## src/rtl/uart_tx.sv

```systemverilog
// uart_tx: LSB-first serial transmitter draining a show-ahead FIFO.
// Frame: start bit, DATA_W data bits, optional parity, STOP_BITS stop bits.
module uart_tx #(
    parameter int CLK_DIV   = 434,
    parameter int DATA_W    = 8,
    parameter int PARITY    = 0,
    parameter int STOP_BITS = 1
) (
    input  logic              clk,
    input  logic              rst_n,
    input  logic [DATA_W-1:0] fifo_data,
    input  logic              fifo_empty,
    output logic              fifo_r_en,
    output logic              tx,
    output logic              busy
);

    localparam int BAUD_W = $clog2(CLK_DIV);
    localparam int BIT_W  = $clog2(DATA_W);

    localparam logic [BAUD_W-1:0] BAUD_LAST = BAUD_W'(CLK_DIV - 1);
    localparam logic [BIT_W-1:0]  DATA_LAST = BIT_W'(DATA_W - 1);
    localparam logic [BIT_W-1:0]  STOP_LAST = BIT_W'(STOP_BITS - 1);

    typedef enum logic [2:0] {IDLE, START, DATA, PAR, STOP} state_t;

    state_t              state, state_d;
    logic [BAUD_W-1:0]   baud_cnt, baud_cnt_d;
    logic [BIT_W-1:0]    bit_cnt, bit_cnt_d;
    logic [DATA_W-1:0]   shreg, shreg_d;
    logic [DATA_W-1:0]   data_lat, data_lat_d;
    logic                tx_d;
    logic                par_bit;
    logic                baud_last;

    assign baud_last = (baud_cnt == BAUD_LAST);
    assign par_bit   = (^data_lat) ^ (PARITY == 2);
    assign busy      = (state != IDLE);

    // State, counters, data registers and the registered tx line.
    always_ff @(posedge clk or negedge rst_n) begin
        if (!rst_n) begin
            state    <= IDLE;
            baud_cnt <= '0;
            bit_cnt  <= '0;
            shreg    <= '0;
            data_lat <= '0;
            tx       <= 1'b1;
        end else begin
            state    <= state_d;
            baud_cnt <= baud_cnt_d;
            bit_cnt  <= bit_cnt_d;
            shreg    <= shreg_d;
            data_lat <= data_lat_d;
            tx       <= tx_d;
        end
    end

    // Next-state, counter and pop logic; tx_d is the line level for the next state.
    always_comb begin
        state_d    = state;
        baud_cnt_d = baud_cnt + 1'b1;
        bit_cnt_d  = bit_cnt;
        shreg_d    = shreg;
        data_lat_d = data_lat;
        fifo_r_en  = 1'b0;
        tx_d       = 1'b1;

        unique case (state)
            IDLE: begin
                baud_cnt_d = '0;
                bit_cnt_d  = '0;
                if (!fifo_empty && rst_n) begin
                    fifo_r_en  = 1'b1;
                    shreg_d    = fifo_data;
                    data_lat_d = fifo_data;
                    state_d    = START;
                end
            end
            START: begin
                if (baud_last) begin
                    baud_cnt_d = '0;
                    bit_cnt_d  = '0;
                    state_d    = DATA;
                end
            end
            DATA: begin
                if (baud_last) begin
                    baud_cnt_d = '0;
                    shreg_d    = shreg >> 1;
                    if (bit_cnt == DATA_LAST) begin
                        bit_cnt_d = '0;
                        state_d   = (PARITY != 0) ? PAR : STOP;
                    end else begin
                        bit_cnt_d = bit_cnt + 1'b1;
                    end
                end
            end
            PAR: begin
                if (baud_last) begin
                    baud_cnt_d = '0;
                    bit_cnt_d  = '0;
                    state_d    = STOP;
                end
            end
            STOP: begin
                if (baud_last) begin
                    baud_cnt_d = '0;
                    if (bit_cnt == STOP_LAST) begin
                        bit_cnt_d = '0;
                        state_d   = IDLE;
                    end else begin
                        bit_cnt_d = bit_cnt + 1'b1;
                    end
                end
            end
            default: begin
                state_d = IDLE;
            end
        endcase

        // tx is registered, so the level is chosen from the state being entered.
        unique case (state_d)
            START:   tx_d = 1'b0;
            DATA:    tx_d = shreg_d[0];
            PAR:     tx_d = par_bit;
            default: tx_d = 1'b1;
        endcase
    end

endmodule

```

## config.mk

```make
export PLATFORM = sky130hd
export DESIGN_NAME = uart_tx
export DESIGN_NICKNAME = d
export VERILOG_FILES = /design/src/rtl/uart_tx.sv
export SDC_FILE = /design/constraint.sdc
export NUM_CORES = 1
export LEC_CHECK = 0
export ABC_AREA = 1
export BUFFER_PORTS_ARGS = -buffer_cell sky130_fd_sc_hd__buf_2
export CORE_MARGIN = 2
export CORE_UTILIZATION = 23
export DETAILED_ROUTE_END_ITERATION = 12
export PLACE_DENSITY = 0.46
export SLEW_MARGIN = 20
export SYNTH_ARGS = -nofsm -noshare
export SYNTH_HDL_FRONTEND = slang
export SYNTH_SLANG_ARGS = --single-unit
```

## constraint.sdc

```tcl
create_clock -name clk -period 1.6 [get_ports clk]
set_clock_uncertainty 0.1 [all_clocks]
set_input_delay 0.32 -clock clk [delete_from_list [all_inputs] [get_ports clk]]
set_output_delay 0.32 -clock clk [all_outputs]
set_load 0.005 [all_outputs]
```

==> impl_metrics.csv, run 1 <==
group,metric,value,unit
clock_network,cts_made_buffers,5,
layout,fin_cells,358,
layout,final_core_util,28.6,%
placement,dp_hpwl,2810,um
timing,rsz0062_at_grt,"true",
grt,grt_pass1_wl,6730,um
timing,max_slew.worst_pin.slew,420,ps
drt,drcViolationCount,0,
setup_path,arrival,1140,ps
yosys,yosysUniqueCellTypes,26,
yosys,syn_nets,244,
grt,grt.overflow.total,0,
yosys,postSynthAreaPerCell,7.84,sq um
drt,vias,1448,
timing,hold_viol_final,6,
layout,diodes,0,
drt,viasPerCell,4.04,
clock_network,root_buffer,"clkbuf_8",
yosys,yosys_register_bits,32,
timing,final_max_slew_viol_count,0,
setup_path,path_buf_inv,2,
floorplan,die_area,8490,sq um
floorplan,die_w,92.1,um
setup_path,crit_family,"flip-flops",
placement,port_buffers,13,
floorplan,die_y,92.1,um
clock_network,clockBufferDepth,2,
clock_network,postCtsHoldBufs,0,
drt,drtPass1Iterations,4,
layout,final_common_cell,"nand2_1",
setup_path,crit_fanout,3,
placement,dp_cells,346,
grt,grt_use_total,10.1,%
layout,mostFrequentLayoutCells,"68 x nand2_1, 31 x dfrtp_1, 28 x nand3_1",
setup_path,reg2reg_slack,70,ps
drt,drt-total-wl,3800,um
floorplan,initial_core_util,23.5,%
timing,holdWs,-5.74,ps
power,total_leakage_power,1.04,nW
yosys,synth.area.top_cells,"dfrtp_1 43%, nand2_1 15%, nand3_1 7.8%",
setup_path,end_kind,"output pin",
setup_path,slowest_stage,"dfrtp_1",
setup_path,required,1180,ps
layout,area_growth,21.9,%
floorplan,core_region_area,7610,sq um
drt,wl_per_cell,10.6,um
timing,fin_ws,43.4,ps
floorplan,rows,32,
drt,drtIter0Drc,37,
timing,timing.fmax,0.642,GHz
yosys,synth_seq_area_share,44.9,%
power,cellPowerDensity,1250,nW/um^2
outcome,violations,"hold timing",
clock_network,clk_latency,280,ps
drt,postRouteAntennaNets,0,
grt,antenna_found_initial,0,
timing,setup_violations,0,
timing,relSlewSlack,72.0,%
yosys,yosys_warnings,0,
setup_path,crit_type,"reg -> out",
layout,layout.nets,271,
yosys,syn_area,1790,sq um
clock_network,cts_tree,"done",
flow_run,cap_violations,0,
timing,period_share,97.3,%
clock_network,clk_pin_slew,70,ps
power,p_total,2.72,mW
placement,pre_cts_slack,13.2,ps
setup_path,start_kind,"flop",
placement,gp_congestion,0.779,
yosys,synth_top_cell_by_area,"dfrtp_1",
hold_path,hp-class,"in -> async",
yosys,syn-instance-count,228,
timing,period_needed,1560,ps
setup_path,path_cells,"nor2_4 > nand3_2 > inv_4 > buf_6",
outcome,status,"finished, violations left",
grt,grt_max_degree,33,
yosys,synth_top_area_share,43.4,%
layout,drive_gt1_share,22.3,%
setup_path,cp_slowest_stage_delay,420,ps
grt,grt_pass1_vias,1447,
clock_network,clkSinkCount,32,
floorplan,ios,14,
power,vdd_drop_max,298,uV
clock_network,h-tree-depth,2,
state kept, by name (all words and copies together) (netlist names):
| register | count |
|---|---|
| baud_cnt | 9 |
| bit_cnt | 3 |
| data_lat | 8 |
| shreg | 8 |
| state | 3 |
| tx | 1 |
what timing repair did:
item | CTS | global route
pin swaps | 1 | 4
setup buffers | 3 | 1
endpoints found under the hold margin | 0 | 0
endpoints found under the setup margin | 3 | 9
resized for setup | 2 | 11
cloned | 0 | 0
synthesized netlist by cell type:
master   count
nand2_1     70
dfrtp_1     31
nand3_1     28
inv_1       24
nor2_1      21
o21ai_0      9
ha_1         5
nand2_2      4
nor2_2       4
xnor2_1      4
xor2_1       4
inv_2        3
nand3_2      3
nand4_1      3
nor2_4       3
nor3_2       2
a21oi_1      1
buf_2        1
buf_4        1
buf_6        1
dfstp_2      1
nand3_4      1
nor3_1       1
o21ai_1      1
o21ai_2      1
o22ai_1      1
worst paths after layout:
path / endpoint / depth (start not counted) / start
min in group clk: data_lat[7]$_DFFE_PN0P_ / 3 / fifo_data[7]
max in group asynchronous: tx$_DFF_PN1_ / 2 / rst_n
hold reg to reg: shreg[3]$_DFFE_PN0P_ / 2 / shreg[4]$_DFFE_PN0P_
setup / recovery: fifo_r_en / 4 / state[2]$_DFF_PN0_
setup reg to reg: tx$_DFF_PN1_ / 8 / baud_cnt[0]$_DFF_PN0_
hold / removal: baud_cnt[2]$_DFF_PN0_ / 2 / rst_n
worst register-to-register path, delay by kind of cell, from the launching register on:
family | cells | cell delay [ps]
AND/OR/NAND/NOR | 6 | 540
flip-flops | 1 | 420
AO/OA/AOI/OAI | 1 | 180
adder cells (fa/ha/maj) | 1 | 220
kinds of logic after synthesis:
group	after synthesis	share of synthesized area [%]
buffers and inverters	30	7.00
xor gates and xnor gates	8	3.92
adders and majority gates	5	3.50
DFF	32	44.9
AOI/OAI and AO/OA	13	3.92
and+or+nand+nor	140	36.8
power breakdown:
group          total (mW)  internal (mW)  switching, mW
logic               0.835          0.365          0.470
clock network       0.646          0.349          0.297
registers            1.24           1.05          0.192
total                2.72           1.76          0.959
metal layers:
layer | share of wire (%) | routed length (um) | vias to the layer above | track usage, %
met4 | 1.3 | 48 | 0 | 4.10
met2 | 47 | 1780 | 15 | 16.5
met5 | 0 | 0 | - | 0
met1 | 49 | 1870 | 659 | 12.7
met3 | 2.8 | 105 | 4 | 2.63
li1 | - | - | 770 | -
cell type report:
class / count / area (sq um)
multi-input cells: 166 / 905
clock buffers: 7 / 86.3
flip-flops and latches: 32 / 802
well taps: 102 / 128
inverters: 27 / 104
repair buffers: 23 / 146
fillers: 852 / 5430
clock inverters: 1 / 7.51
stage by stage:
step / hold WS [ps] / setup TNS, ps / area, sq um
2_1_floorplan: -75.6 / 0 / 1790
3_3_place_gp: 328 / 0 / 2000
3_5_place_dp: 325 / 0 / 2000
4_1_cts: 13.2 / 0 / 2120
5_1_grt: 34.2 / -125 / 2180
6_report: -5.74 / 0 / 2180
(Power assumes the default switching activity.)
==> inputs of run 2 (changes only) <==
--- a/config.mk
+++ b/config.mk
@@ -8,9 +8,9 @@
 export ABC_AREA = 1
 export BUFFER_PORTS_ARGS = -buffer_cell sky130_fd_sc_hd__buf_2
 export CORE_MARGIN = 2
-export CORE_UTILIZATION = 23
+export CORE_UTILIZATION = 25
 export DETAILED_ROUTE_END_ITERATION = 12
-export PLACE_DENSITY = 0.46
+export PLACE_DENSITY = 0.49
 export SLEW_MARGIN = 20
 export SYNTH_ARGS = -nofsm -noshare
 export SYNTH_HDL_FRONTEND = slang
==> constraint.sdc (replaced) <==
create_clock -name clk -period 1.55 [get_ports clk]
set_clock_uncertainty 0.1 [all_clocks]
set_input_delay 0.31 -clock clk [delete_from_list [all_inputs] [get_ports clk]]
set_output_delay 0.31 -clock clk [all_outputs]
set_load 0.005 [all_outputs]
==> impl_metrics.csv, run 2 (synthesis results as in run 1) <==
group,metric,value,unit
clock_network,clkSinkCount,32,
timing,hold_viol_final,0,
clock_network,clockBufferDepth,2,
timing,holdWs,138,ps
timing,final_max_slew_viol_count,0,
drt,drtPass1Iterations,4,
drt,wl_per_cell,11.1,um
timing,max_slew.worst_pin.slew,413,ps
floorplan,die_w,88.5,um
layout,final_common_cell,"nand2_1",
layout,multi_input_area,955,sq um
setup_path,cp_slowest_stage_delay,410,ps
grt,use_met2,17.8,%
clock_network,h-tree-depth,2,
clock_network,root_buffer,"clkbuf_8",
grt,grt.overflow.total,0,
drt,drtIter0Drc,51,
layout,largest_register_ffs,9,
floorplan,die_area,7840,sq um
setup_path,end_kind,"output pin",
layout,regMostFlops,"baud_cnt",
placement,port_buffers,13,
flow_run,cap_violations,0,
power,total_leakage_power,1.07,nW
grt,grt_max_degree,33,
drt,drt-total-wl,3950,um
setup_path,slowest_stage,"dfrtp_1",
setup_path,required,1140,ps
drt,drcViolationCount,0,
hold_path,hp-class,"in -> reg",
grt,grt_pass1_wl,6620,um
grt,antenna_found_initial,0,
layout,fillers,723,
grt,grt_pass1_vias,1495,
power,cellPowerDensity,1320,nW/um^2
setup_path,crit_fanout,3,
outcome,status,"finished, violations left",
layout,mostFrequentLayoutCells,"67 x nand2_1, 30 x dfrtp_1, 25 x nand3_1",
clock_network,clk_latency,290,ps
placement,gp_congestion,0.758,
timing,setup_tns,-6.51,ps
clock_network,clk_pin_slew,70,ps
layout,drive_gt1_share,26.4,%
grt,top_usage_layer,"met2",
floorplan,initial_core_util,26.0,%
clock_network,cts_made_buffers,5,
power,vdd_drop_max,368,uV
layout,top_regs,"baud_cnt x9, data_lat x8, shreg x8",
layout,final_core_util,32.9,%
floorplan,die_y,88.5,um
layout,layout.area.seq,803,sq um
placement,dp_hpwl,2820,um
setup_path,arrival,1150,ps
drt,viasPerCell,4.27,
setup_path,crit_type,"reg -> out",
grt,use_met3,2.24,%
layout,layout.nets,276,
layout,fin_cells,357,
floorplan,rows,30,
layout,area_growth,26.6,%
timing,setup_violations,1,
timing,period_share,100,%
outcome,violations,"setup timing",
layout,diodes,0,
timing,relSlewSlack,72.5,%
floorplan,core_region_area,6870,sq um
clock_network,cts_tree,"done",
drt,postRouteAntennaNets,0,
floorplan,ios,14,
grt,use_met1,14.7,%
timing,fin_ws,-6.51,ps
timing,period_needed,1560,ps
drt,vias,1526,
timing,rsz0062_at_grt,"true",
setup_path,path_cells,"nor2_4 > nand2_2 > buf_2",
grt,grt_use_total,11.0,%
placement,dp_cells,344,
timing,timing.fmax,0.642,GHz
setup_path,start_kind,"flop",
## run 2: power breakdown
group / internal [mW] / total, mW / switching (mW)
sequential: 1.08 / 1.30 / 0.216
clock: 0.362 / 0.683 / 0.321
combinational: 0.460 / 0.991 / 0.531
## run 2: final timing paths
path	depth (start not counted)	end	slack, ps	startpoint
setup / recovery	3	busy	-7	state[2]$_DFF_PN0_
hold / removal	3	data_lat[7]$_DFFE_PN0P_	140	fifo_data[7]
setup reg to reg	9	tx$_DFF_PN1_	90	baud_cnt[1]$_DFF_PN0_
hold reg to reg	2	shreg[3]$_DFFE_PN0P_	390	shreg[4]$_DFFE_PN0P_
max in group asynchronous	3	tx$_DFF_PN1_	530	rst_n
min in group asynchronous	3	shreg[0]$_DFF_PN0_	500	rst_n
## run 2: area by class of cell
class / instances / share of cell area [%]
sequential: 32 / 35.5
multi-input combinational: 166 / 42.2
tap: 96 / 5.31
clock buffer: 8 / 3.98
inverter: 27 / 4.59
timing repair buffer: 28 / 8.41
## run 2: worst max-delay path: cells and delay by family (launching register included)
kind | cells | cell delay [ps]
DFF | 1 | 410
buffers and inverters | 1 | 160
and+or+nand+nor | 2 | 290
## run 2: stage by stage
| stage | worst slack (ps) | cell area [sq um] | power (mW) |
|---|---|---|---|
| final | -6.51 | 2260 | 2.97 |
| after global routing | -53.6 | 2260 | 3.22 |
| after CTS | -23.1 | 2170 | 2.89 |
| after detailed placement | -26.0 | 2020 | 2.17 |
| after global placement | 40.8 | 2020 | 2.15 |
| after floorplan | 140 | 1790 | 1.92 |
## run 2: per-layer routing
metal  share of wire (%)  wire length (um)  up-vias
li1                    -                 -      780
met1                  49              1940      716
met2                  46              1830       23
met3                 3.0               117        7
met4                 1.7                67        0
met5                   0                 0        -
## run 2: timing repair
action	4_1_cts	5_1_grt
endpoints found under the hold margin	31	0
resized for setup	6	20
setup endpoints to repair	4	16
setup buffers	2	2
pin swaps	2	10
hold buffers	1	0
